[src/rtl/ones_pattern_gen.sv]
// Ones-pattern generator: builds an 8-bit word holding a requested number of ones, one bit per cycle.
// Optional ONES_SCATTER_EN rotates each pattern by a per-request rotation counter.
module ones_pattern_gen (
    input  logic       clk,
    input  logic       reset,
    input  logic       req_valid,
    input  logic [3:0] req_count,
    output logic       req_ready,
    output logic [7:0] byte_out,
    output logic       byte_valid,
    input  logic       byte_ready,
    output logic       busy,
    output logic       count_clip
);

    typedef enum logic [1:0] {
        IDLE  = 2'd0,
        BUILD = 2'd1,
        HOLD  = 2'd2
    } state_t;

    state_t     state_q;
    logic [3:0] cnt_q;
    logic [2:0] idx_q;
    logic [7:0] byte_q;
    logic       clip_q;

    logic [3:0] cnt_clip_d;
    logic       over_d;
    logic [2:0] pos_d;
    logic       bit_d;

    assign over_d     = (req_count > 4'd8);
    assign cnt_clip_d = over_d ? 4'd8 : req_count;
    assign bit_d      = ({1'b0, idx_q} < cnt_q);

`ifdef ONES_SCATTER_EN
    logic [2:0] rot_q;
    logic [2:0] rot_cap_q;

    // Position wraps naturally in 3 bits, giving the rotate-left by the captured offset.
    assign pos_d = idx_q + rot_cap_q;
`else
    assign pos_d = idx_q;
`endif

    always_ff @(posedge clk or posedge reset) begin
        if (reset) begin
            state_q   <= IDLE;
            cnt_q     <= 4'd0;
            idx_q     <= 3'd0;
            byte_q    <= 8'd0;
            clip_q    <= 1'b0;
`ifdef ONES_SCATTER_EN
            rot_q     <= 3'd0;
            rot_cap_q <= 3'd0;
`endif
        end else begin
            clip_q <= 1'b0;
            case (state_q)
                IDLE: begin
                    if (req_valid) begin
                        cnt_q   <= cnt_clip_d;
                        clip_q  <= over_d;
                        byte_q  <= 8'd0;
                        idx_q   <= 3'd0;
                        state_q <= BUILD;
`ifdef ONES_SCATTER_EN
                        rot_cap_q <= rot_q;
                        rot_q     <= rot_q + 3'd1;
`endif
                    end
                end
                BUILD: begin
                    byte_q[pos_d] <= bit_d;
                    idx_q         <= idx_q + 3'd1;
                    if (idx_q == 3'd7) begin
                        state_q <= HOLD;
                    end
                end
                HOLD: begin
                    if (byte_ready) begin
                        state_q <= IDLE;
                    end
                end
                default: begin
                    state_q <= IDLE;
                end
            endcase
        end
    end

    assign req_ready  = (state_q == IDLE);
    assign byte_valid = (state_q == HOLD);
    assign busy       = (state_q != IDLE);
    assign byte_out   = byte_q;
    assign count_clip = clip_q;

endmodule
[config.mk]
export PLATFORM = sky130hd
export DESIGN_NAME = ones_pattern_gen
export DESIGN_NICKNAME = d
export VERILOG_FILES = /design/src/rtl/ones_pattern_gen.sv
export SDC_FILE = /design/constraint.sdc
export NUM_CORES = 1
export LEC_CHECK = 0
export ABC_AREA = 1
export CORE_MARGIN = 5
export CORE_UTILIZATION = 49
export DETAILED_ROUTE_END_ITERATION = 10
export PLACE_DENSITY = 0.86
export SYNTH_ARGS = -nofsm -noshare
export SYNTH_HDL_FRONTEND = slang
export SYNTH_SLANG_ARGS = --single-unit
[constraint.sdc]
create_clock -name clk -period 1.5 [get_ports clk]
set_input_delay 0.375 -clock clk [delete_from_list [all_inputs] [get_ports clk]]
set_output_delay 0.375 -clock clk [all_outputs]
set_load 0.05 [all_outputs]
After elaboration in Yosys (flattened, before gate mapping). Cells that the tools add are included. W data, S select, Z words.

Reduce and logical (&&, ||, !) cells: 7. Muxes and demuxes: 14. Order comparisons: 4. Add/subtract/negate cells: 1. Equality and inequality tests: 6.

Operators with widths (number): $pmux W8 S2 (1); $bwmux W8 (1); $mux W8 (1); $mux W2 (3); $pmux W2 S3 (1); $pmux W3 S2 (1); $gt A4 B4 Y1 const B (1); $lt A3 B4 Y1 (1); $lt A3 B4 Y1 const B (1); $mux W4 (1); $ne A2 B2 Y1 const B (2); $reduce_and A2 Y1 (2); $reduce_bool A2 Y1 (2); $add A3 B1 Y3 const B (1); $demux W1 S3 (1); $eq A3 B3 Y1 const B (1); $ge A3 B1 Y1 const B (1); $mux W1 (3); $mux W3 (1); $reduce_and A3 Y1 (1); $eq A2 B1 Y1 const B (1); $eq A2 B2 Y1 const B (1); $logic_not A2 Y1 (1); $ne A2 B1 Y1 const B (1); $logic_and A1 B1 Y1 (1).

Bits of input ports: 8. Output and inout bits: 12. Flip-flop bits (word level): 18. Logic and storage cells: 37.

Depth between registers and ports, before layout. Gate-level depths: netlist (run 1).

Word-level depth: 6. Gate-level depth with buffers: 7. Depth with buffers taken out: 7.

Worst setup path before layout (run 1). OpenSTA, ideal clock, no wires.

Path kind: reg2out. Start: register state_q[0]. End: output port busy. Buffers on the path: 0. Cell stages (with the launch flop): 3. Arrival: 1.304 ns. Path slack: -0.179 ns. Required time: 1.125 ns. Path through: dfrtp_1 > nor2_2 > inv_1.

Word-level cells in the longest chain between the ends: 1.

RTL lines: start, declared (line 22) `state_t state_q;`; start signal, assigned (line 49) `state_q <= IDLE;`; start signal, assigned (line 67) `state_q <= BUILD;`; start signal, assigned (line 78) `state_q <= HOLD;`; $reduce_bool A2 Y1 (line 95) `assign busy = (state_q != IDLE);`; end, declared (line 12) `output logic busy,`.

No other way between the ends.

Worst setup path in the final report (run 1). Ends and elaborated chain as after synthesis.

==> flow_summary.ini, run 1 <==
[layout]
final_common_cell = nand2_1
insertedDiodeCount = 0
final_nets = 158
layout_common_cells = nand2_1, nand3_1, dfrtp_1
final_cell_count_no_fill = 170
syn_to_final_growth_pct = 43.3
final.fill_count = 139
drive_gt1_frac = 0.221

[worst_setup_path]
rr_worst_depth = 6
start_kind = register
r2r-start = idx_q[2]$_DFFE_PP0P_
cp-end-kind = output pin
arrival_ps = 1130
worstPathCellList = nor2_4, inv_2, buf_12
critPathKind = reg -> out
startpoint = state_q[0]$_DFFE_PP0P_
cp_max_fo = 4
critPathRequiredTime_ps = 1120
cpPeakStageDelay_ps = 450
crit_slowest_cell = dfrtp_2
reg2reg_slack_ps = 140

[clock_tree]
htree_levels = 1
cts_buffers = 3
holdBufCountCts = 0
clk_pin_slew_ps = 110
cts_tree = done
clk_latency_ps = 300
clkSinkCount = 18
root_buffer = clkbuf_4
cts.path.max_buffers = 2

[yosys]
yosysUniqueCellTypes = 15
synth-seq-cells = 18
synth_fa_ha_area_frac = 0.0538
synthSimpleGateAreaFrac = 0.327
syn_area_um2 = 931
yosysSeqAreaShare = 0.484
synth_compound_area_frac = 0.0551
syn_nets = 132
synth_top_family_by_area = simple AND/OR/NAND/NOR gates
synth_xor_area_frac = 0
synth_cells = 120
syn_avg_cell_area_um2 = 7.76
synthMuxAreaShare = 0
ys_warn_count = 0

[worst_hold_path]
hold_path_class = in -> async

[floorplanning]
die_h_um = 53.6
dieWidth_um = 53.6
core-area_um2 = 1760
boundaryPins = 20
rows = 15
die_area_um2 = 2870
start_util = 0.528

[route]
vias = 837
wl_per_cell_um = 11.5
drc = 0
viasPerCell = 4.92
drt_first_pass_iters = 4
routed_wirelength_um = 1950
antenna_left = 0
initialDrtViolationCount = 36

[timing]
rsz0062_at_grt = true
fin_crit_sh = 1.00
tightest_slew_ps = 300
slew_headroom = 0.799
fin_skew_ps = 10.0
fin_ws_ps = -1.18
setup-violations-final = 1
slew_violations = 0
fmax_mhz = 666
hold_viol_final = 0
period_needed_ps = 1500

[grt]
grt_pass1_wl_um = 3300
grt_remaining_overflow = 0
first_global_vias = 794
grt_use_total = 0.160
grt_max_degree = 19
antenna_found_initial = 0

[flow_run]
maxCapViolCount = 0

[place]
dpl.cell_count = 164
port_buffers = 19
pre_cts_ws_ps = 57.3
routabilityCongestion = 0.846
detailed_place_hpwl_um = 1480

[pwr]
ir_drop_mv = 1.24
total_power_w = 0.00308
p_per_area_nw_per_um2 = 2310
p_leak_nw = 0.669

[run_status]
violations = negative setup slack
outcome = complete, but fails checks
## cell usage after synthesis
cell type / number / share of area
nand2_1: 30 / 0.12
dfrtp_1: 18 / 0.48
nand3_1: 18 / 0.097
nor2_1: 16 / 0.065
inv_1: 15 / 0.060
o21ai_0: 7 / 0.038
ha_1: 4 / 0.054
inv_2: 3 / 0.012
nand2_2: 3 / 0.020
buf_4: 1 / 0.0081
nor2_2: 1 / 0.0067
nor2_4: 1 / 0.012
nor3_1: 1 / 0.0054
o21ai_2: 1 / 0.0094
o31ai_1: 1 / 0.0081
## worst max-delay path: cells and delay by family, from the launching register on
kind / cells / cell delay (ps)
AND/OR/NAND/NOR: 1 / 180
buffers and inverters: 2 / 200
flip-flops: 1 / 450
## flip-flops by register name, summed over array words and instances (netlist names)
signal / count
byte_out: 8
cnt_q: 4
idx_q: 3
state_q: 2
count_clip: 1
## per-stage QoR
stage / area [um2] / TNS (ps) / util / hold WS (ps)
final: 1330 / -1.18 / 0.756 / 373
after CTS: 1320 / -16.3 / 0.748 / 388
after floorplan: 938 / 0 / - / 314
after global placement: 1280 / 0 / 0.726 / 468
after global routing: 1330 / -70.1 / 0.756 / 404
after detailed placement: 1280 / 0 / 0.726 / 467
## cell families (layout without fill, tap and decap cells)
kind of cell    after synthesis  count (layout)
simple gates                 70              70
buf+inv                      19              44
fa+ha+maj                     4               4
flops                        18              18
compound gates                9               9
## routing by layer
metal	share of wire	global-route usage	vias up
li1	-	-	428
met1	0.42	0.188	373
met2	0.50	0.282	31
met3	0.056	0.0332	5
met4	0.018	0.0638	0
met5	0	0	-
## worst paths after layout
kind                                           endpoint
worst min register to register     cnt_q[0]$_DFFE_PP0P_
max in group asynchronous        state_q[1]$_DFFE_PP0P_
worst min-delay path            byte_out[0]$_DFFE_PP0P_
worst max register to register  byte_out[4]$_DFFE_PP0P_
worst max-delay path                               busy
min in group clk                   cnt_q[0]$_DFFE_PP0P_
## power by group
| group | switching, W | leakage [nW] | internal [W] |
|---|---|---|---|
| Clock | 0.000151 | 0.0210 | 0.000148 |
| Sequential | 0.000201 | 0.229 | 0.000687 |
| Combinational | 0.00112 | 0.418 | 0.000779 |
| Total | 0.00147 | 0.669 | 0.00161 |
## timing repair
| action | CTS | global route |
|---|---|---|
| buffers inserted | 0 | 2 |
| resized for setup | 3 | 0 |
| gates cloned | 0 | 0 |
| endpoints found under the setup margin | 2 | 3 |
| pin swaps | 1 | 1 |
## final cells by class
cell class              count  area [um2]  area share
well taps                  25        31.3      0.0235
flip-flops and latches     18         453       0.340
multi-input cells          83         413       0.310
inverters                  18        67.6      0.0507
repair buffers             22         333       0.250
clock buffers               4        36.3      0.0272
No activity file was read; power rests on OpenSTA's default activity.
==> run 2, diff against run 1 <==
- CORE_ASPECT_RATIO: unset -> 0.7
==> run 2 against run 1 <==
The flow still finishes with violations (negative setup slack). Clock power increased by 2%. Core utilization down 2.3 points. Global-route usage grew 2.2 points. Wire length grew 13%. Critical path depth stayed put. Worst setup slack got worse by 5.2 ps. Sequential share of layout area decreased by 0.35 points. Critical endpoint unchanged. Highest routed layer unchanged.
==> flow_summary.ini, run 2 (same netlist as run 1, synthesis figures left out) <==
[worst_hold_path]
hold_path_class = in -> async

[timing]
rsz0062_at_grt = true
period_needed_ps = 1510
setup-violations-final = 1
fin_crit_sh = 1.00
slew_headroom = 0.764
fmax_mhz = 664
hold_viol_final = 0
fin_skew_ps = 10.6
slew_violations = 0
tightest_slew_ps = 353
fin_ws_ps = -6.34
setup-tns-final_ps = -6.34

[route]
initialDrtViolationCount = 28
antenna_left = 0
wl_met2_um = 1040
drt_first_pass_iters = 4
vias = 899
routed_wirelength_um = 2190
wl_met3_um = 223
viasPerCell = 5.32
drt-met1-wl_um = 898
dr.max_layer_used = met4
wl_per_cell_um = 13.0
drc = 0

[layout]
layout_common_cells = nand2_1, nand3_1, dfrtp_1
insertedDiodeCount = 0
drive_gt1_frac = 0.238
final.fill_count = 144
final_common_cell = nand2_1
stdcell_area_um2 = 1350
final_nets = 160
largest_register_ffs = 8
syn_to_final_growth_pct = 44.8
final_cell_count_no_fill = 169

[floorplanning]
die_area_um2 = 2890
start_util = 0.506
rows = 13
die_h_um = 46.5
core-area_um2 = 1840
dieWidth_um = 62.1
boundaryPins = 20

[clock_tree]
clk_pin_slew_ps = 110
clkSinkCount = 18
holdBufCountCts = 0
root_buffer = clkbuf_4
cts_tree = done
cts_buffers = 3
cts.path.max_buffers = 2
htree_levels = 1
clk_latency_ps = 300

[pwr]
ir_drop_mv = 1.71
switchingPower_w = 0.00154
p_per_area_nw_per_um2 = 2370
p_sw_frac = 0.483
p_int_w = 0.00165
clockPowerShare = 0.096
p_leak_nw = 0.680
p_comb_frac = 0.628
seq_power_share = 0.276

[worst_setup_path]
arrival_ps = 1130
cp_max_fo = 3
cpPeakStageDelay_ps = 450
crit_slowest_cell = dfrtp_2
start_kind = register
cp-end-kind = output pin
worstPathCellList = nor2_4, inv_2, buf_12
critPathRequiredTime_ps = 1120
critPathKind = reg -> out

[place]
port_buffers = 19
detailed_place_hpwl_um = 1630
routabilityCongestion = 0.866
dpl.cell_count = 162
placedInstanceArea_um2 = 1280

[grt]
grt_pass1_wl_um = 3730
grt_remaining_overflow = 0
grt_use_total = 0.182
first_global_vias = 869
antenna_found_initial = 0
grt_max_degree = 19

[run_status]
violations = negative setup slack
outcome = complete, but fails checks

[flow_run]
maxCapViolCount = 0
==> run 2: changes by cell type in the layout (fill, tap and decap cells not counted), sizes merged <==
| cell | previous run | this run |
|---|---|---|
| buf | 15 | 17 |
==> run 2: timing repair <==
action	in CTS	in global routing
endpoints found under the setup margin	2	4
hold endpoints to repair	0	0
buffers inserted	3	0
pin swaps	1	0
resized for setup	3	1
==> run 2: routing by layer <==
| layer | global-route usage | vias up |
|---|---|---|
| li1 | - | 432 |
| met1 | 0.214 | 411 |
| met2 | 0.310 | 48 |
| met3 | 0.0644 | 8 |
| met4 | 0.0551 | 0 |
| met5 | 0 | - |
==> run 2: area by class of cell <==
cell class,count,area [um2],area share
flip-flops and latches,18,453,0.336
well taps,22,27.5,0.0204
repair buffers,24,348,0.258
clock buffers,4,36.3,0.0269
inverters,18,67.6,0.0501
multi-input cells,83,415,0.308
==> run 2: metrics by stage <==
| step | utilization | setup slack [ps] | hold slack, ps | total power (W) |
|---|---|---|---|---|
| after floorplan | - | 49.1 | 314 | 0.00199 |
| after global routing | 0.733 | -69.6 | 388 | 0.00342 |
| after detailed placement | 0.698 | 52.6 | 482 | 0.00282 |
| after global placement | 0.698 | 106 | 467 | 0.00273 |
| final | 0.733 | -6.34 | 371 | 0.00320 |
| after CTS | 0.732 | -0.967 | 379 | 0.00319 |
==> run 2: path summary, 6_finish.rpt <==
kind	slack [ps]	end	from	depth (start not counted)
min reg2reg	500	cnt_q[0]$_DFFE_PP0P_	cnt_q[0]$_DFFE_PP0P_	2
max	-6	busy	state_q[1]$_DFFE_PP0P_	3
max in group asynchronous	920	state_q[0]$_DFFE_PP0P_	reset	3
max reg2reg	130	byte_out[0]$_DFFE_PP0P_	state_q[1]$_DFFE_PP0P_	6
min	370	byte_out[0]$_DFFE_PP0P_	reset	3
min in group clk	500	cnt_q[0]$_DFFE_PP0P_	cnt_q[0]$_DFFE_PP0P_	2
==> run 2: power groups by stage <==
stage	clock network, W	logic, W	registers [W]
6_report	0.000306	0.00201	0.000882
5_1_grt	0.000338	0.00218	0.000905
4_1_cts	0.000315	0.00199	0.000882
3_5_place_dp	0	0.00193	0.000895
3_3_place_gp	0	0.00185	0.000879
2_1_floorplan	0	0.000860	0.00113
==> run 2: worst max-delay path: cells and delay by family, from the launching register on <==
kind,cells,cell delay [ps]
buffers and inverters,2,200
DFF,1,450
and+or+nand+nor,1,170
==> RTL change, RTL diff (config.mk and constraints of run 2) <==
Build with the macro `ONES_SCATTER_EN` defined.
--- a/src/rtl/ones_pattern_gen.sv
+++ b/src/rtl/ones_pattern_gen.sv
@@ -1,5 +1,7 @@
 // Ones-pattern generator: builds an 8-bit word holding a requested number of ones, one bit per cycle.
 // Optional ONES_SCATTER_EN rotates each pattern by a per-request rotation counter.
+`define ONES_SCATTER_EN
+
 module ones_pattern_gen (
     input  logic       clk,
     input  logic       reset,
Formal check against the unedited RTL: no difference found for any inputs over 10 cycles, from zero or initial values and one cycle with reset high; that may be too few to reach the edited logic, so the function may still have changed.
==> RTL change against run 2 <==
The flow still finishes with violations (negative setup slack). Final area grew 27%. Worst setup slack lost 0.17 ns. Sequential cell count grew 6. Synthesized area grew 31%. Routed wire length grew 26%. Critical path type is now reg -> reg. Fmax shrank 10%. Clock skew shrank 0.0017 ns. Register-to-register slack lost 0.31 ns.
Power is not shown: default switching activity piles up to over one toggle a cycle in this logic, so the estimate is an artifact.
==> RTL change: results (changes against run 2) <==
| Metric | Value |
|---|---|
| Worst setup margin | -0.181 ns (-0.175 ns) |
| Arr. time, crit path | 1.90 ns (+0.77 ns) |
| DPL Wire Length | 2.01 mm (+24%) |
| Initial DRC count | 63 (+130%) |
| Final nets | 193 (+21%) |
| R2R depth | 8 (+2) |
| Synth top cells by count | nand2_1 (40), dfrtp_1 (24), inv_1 (21) |
| Final setup fails | 10 (+9) |
| Placer Congestion | 0.784 (-9.5%) |
| Reg2Reg Capture Point | byte_out[1] |
| GRT Total Usage | 0.168 (-0.0138) |
| Top cells by area, synth | dfrtp_1 (49%), nand2_1 (12%), inv_1 (6.4%) |
| Area grow syn2layout | 40.1% |
| Seq/Total Area, Yosys | 0.491 (+0.00743) |
| Outcome | complete, but fails checks |
| Fillers | 160 (+11%) |
| Starting utilization of the core area | 0.505 (-0.00156) |
| Crit-path max FO | 4 (+1) |
| Violated checks | negative setup slack |
| Worst-margin pin slew | 0.306 ns (-0.0466 ns) |
| Clock-pin transition on the worst setup and hold timing paths | 0.13 ns (+0.02 ns) |
| WHS | 0.388 ns (+0.0174 ns) |
| Clk_skew | 0.00891 ns (-0.00172 ns) |
| Crit-path leading delay family | adder cells |
| Largest net degree at the start of global routing | 25 (+6) |
| Final setup TNS | -1.08 ns (-1.08 ns) |
| CP max stage cell | fa_2 |
==> RTL change: how the worst max path moves through the flow <==
stage | endpoint | cells past startpoint | start
2_1_floorplan | byte_out[6] | 9 | idx_q[0]
5_1_grt | byte_out[1] | 8 | rot_cap_q[0]
3_5_place_dp | byte_out[7] | 9 | idx_q[0]
6_report | byte_out[1] | 8 | rot_cap_q[0]
4_1_cts | byte_out[7] | 9 | rot_cap_q[0]
3_3_place_gp | byte_out[6] | 9 | idx_q[0]
==> RTL change: cells by family after synthesis <==
| kind of cell | Yosys count | synth area share |
|---|---|---|
| adder cells (fa/ha/maj) | 7 | 0.0778 |
| AO/OA/AOI/OAI | 19 | 0.0798 |
| flip-flops | 24 | 0.491 |
| XOR/XNOR | 2 | 0.0143 |
| AND/OR/NAND/NOR | 68 | 0.241 |
| buffers and inverters | 27 | 0.0962 |
==> RTL change: area by class of cell <==
type,count,share of cell area
sequential,24,0.351
multi-input combinational,96,0.322
timing repair buffer,28,0.223
inverter,25,0.0577
tap,34,0.0248
clock buffer,4,0.0212
==> RTL change: what timing repair did <==
action	4_1_cts	5_1_grt
endpoints found under the setup margin	11	11
pin swaps	9	4
setup buffers	3	2
gates resized for setup	12	4
cloned	0	0
==> RTL change: worst min-delay path: stages <==
cell and delay [ns]:
clkdlybuf4s50_1 0.39, inv_1 0.05, buf_4 0.29
==> RTL change: layer usage <==
metal / wire (um) / global-route usage / share of wire
met1: 1170 / 0.200 / 0.42
met2: 1410 / 0.310 / 0.51
met3: 156 / 0.0483 / 0.056
met4: 25 / 0.0287 / 0.0090
met5: 0 / 0 / 0
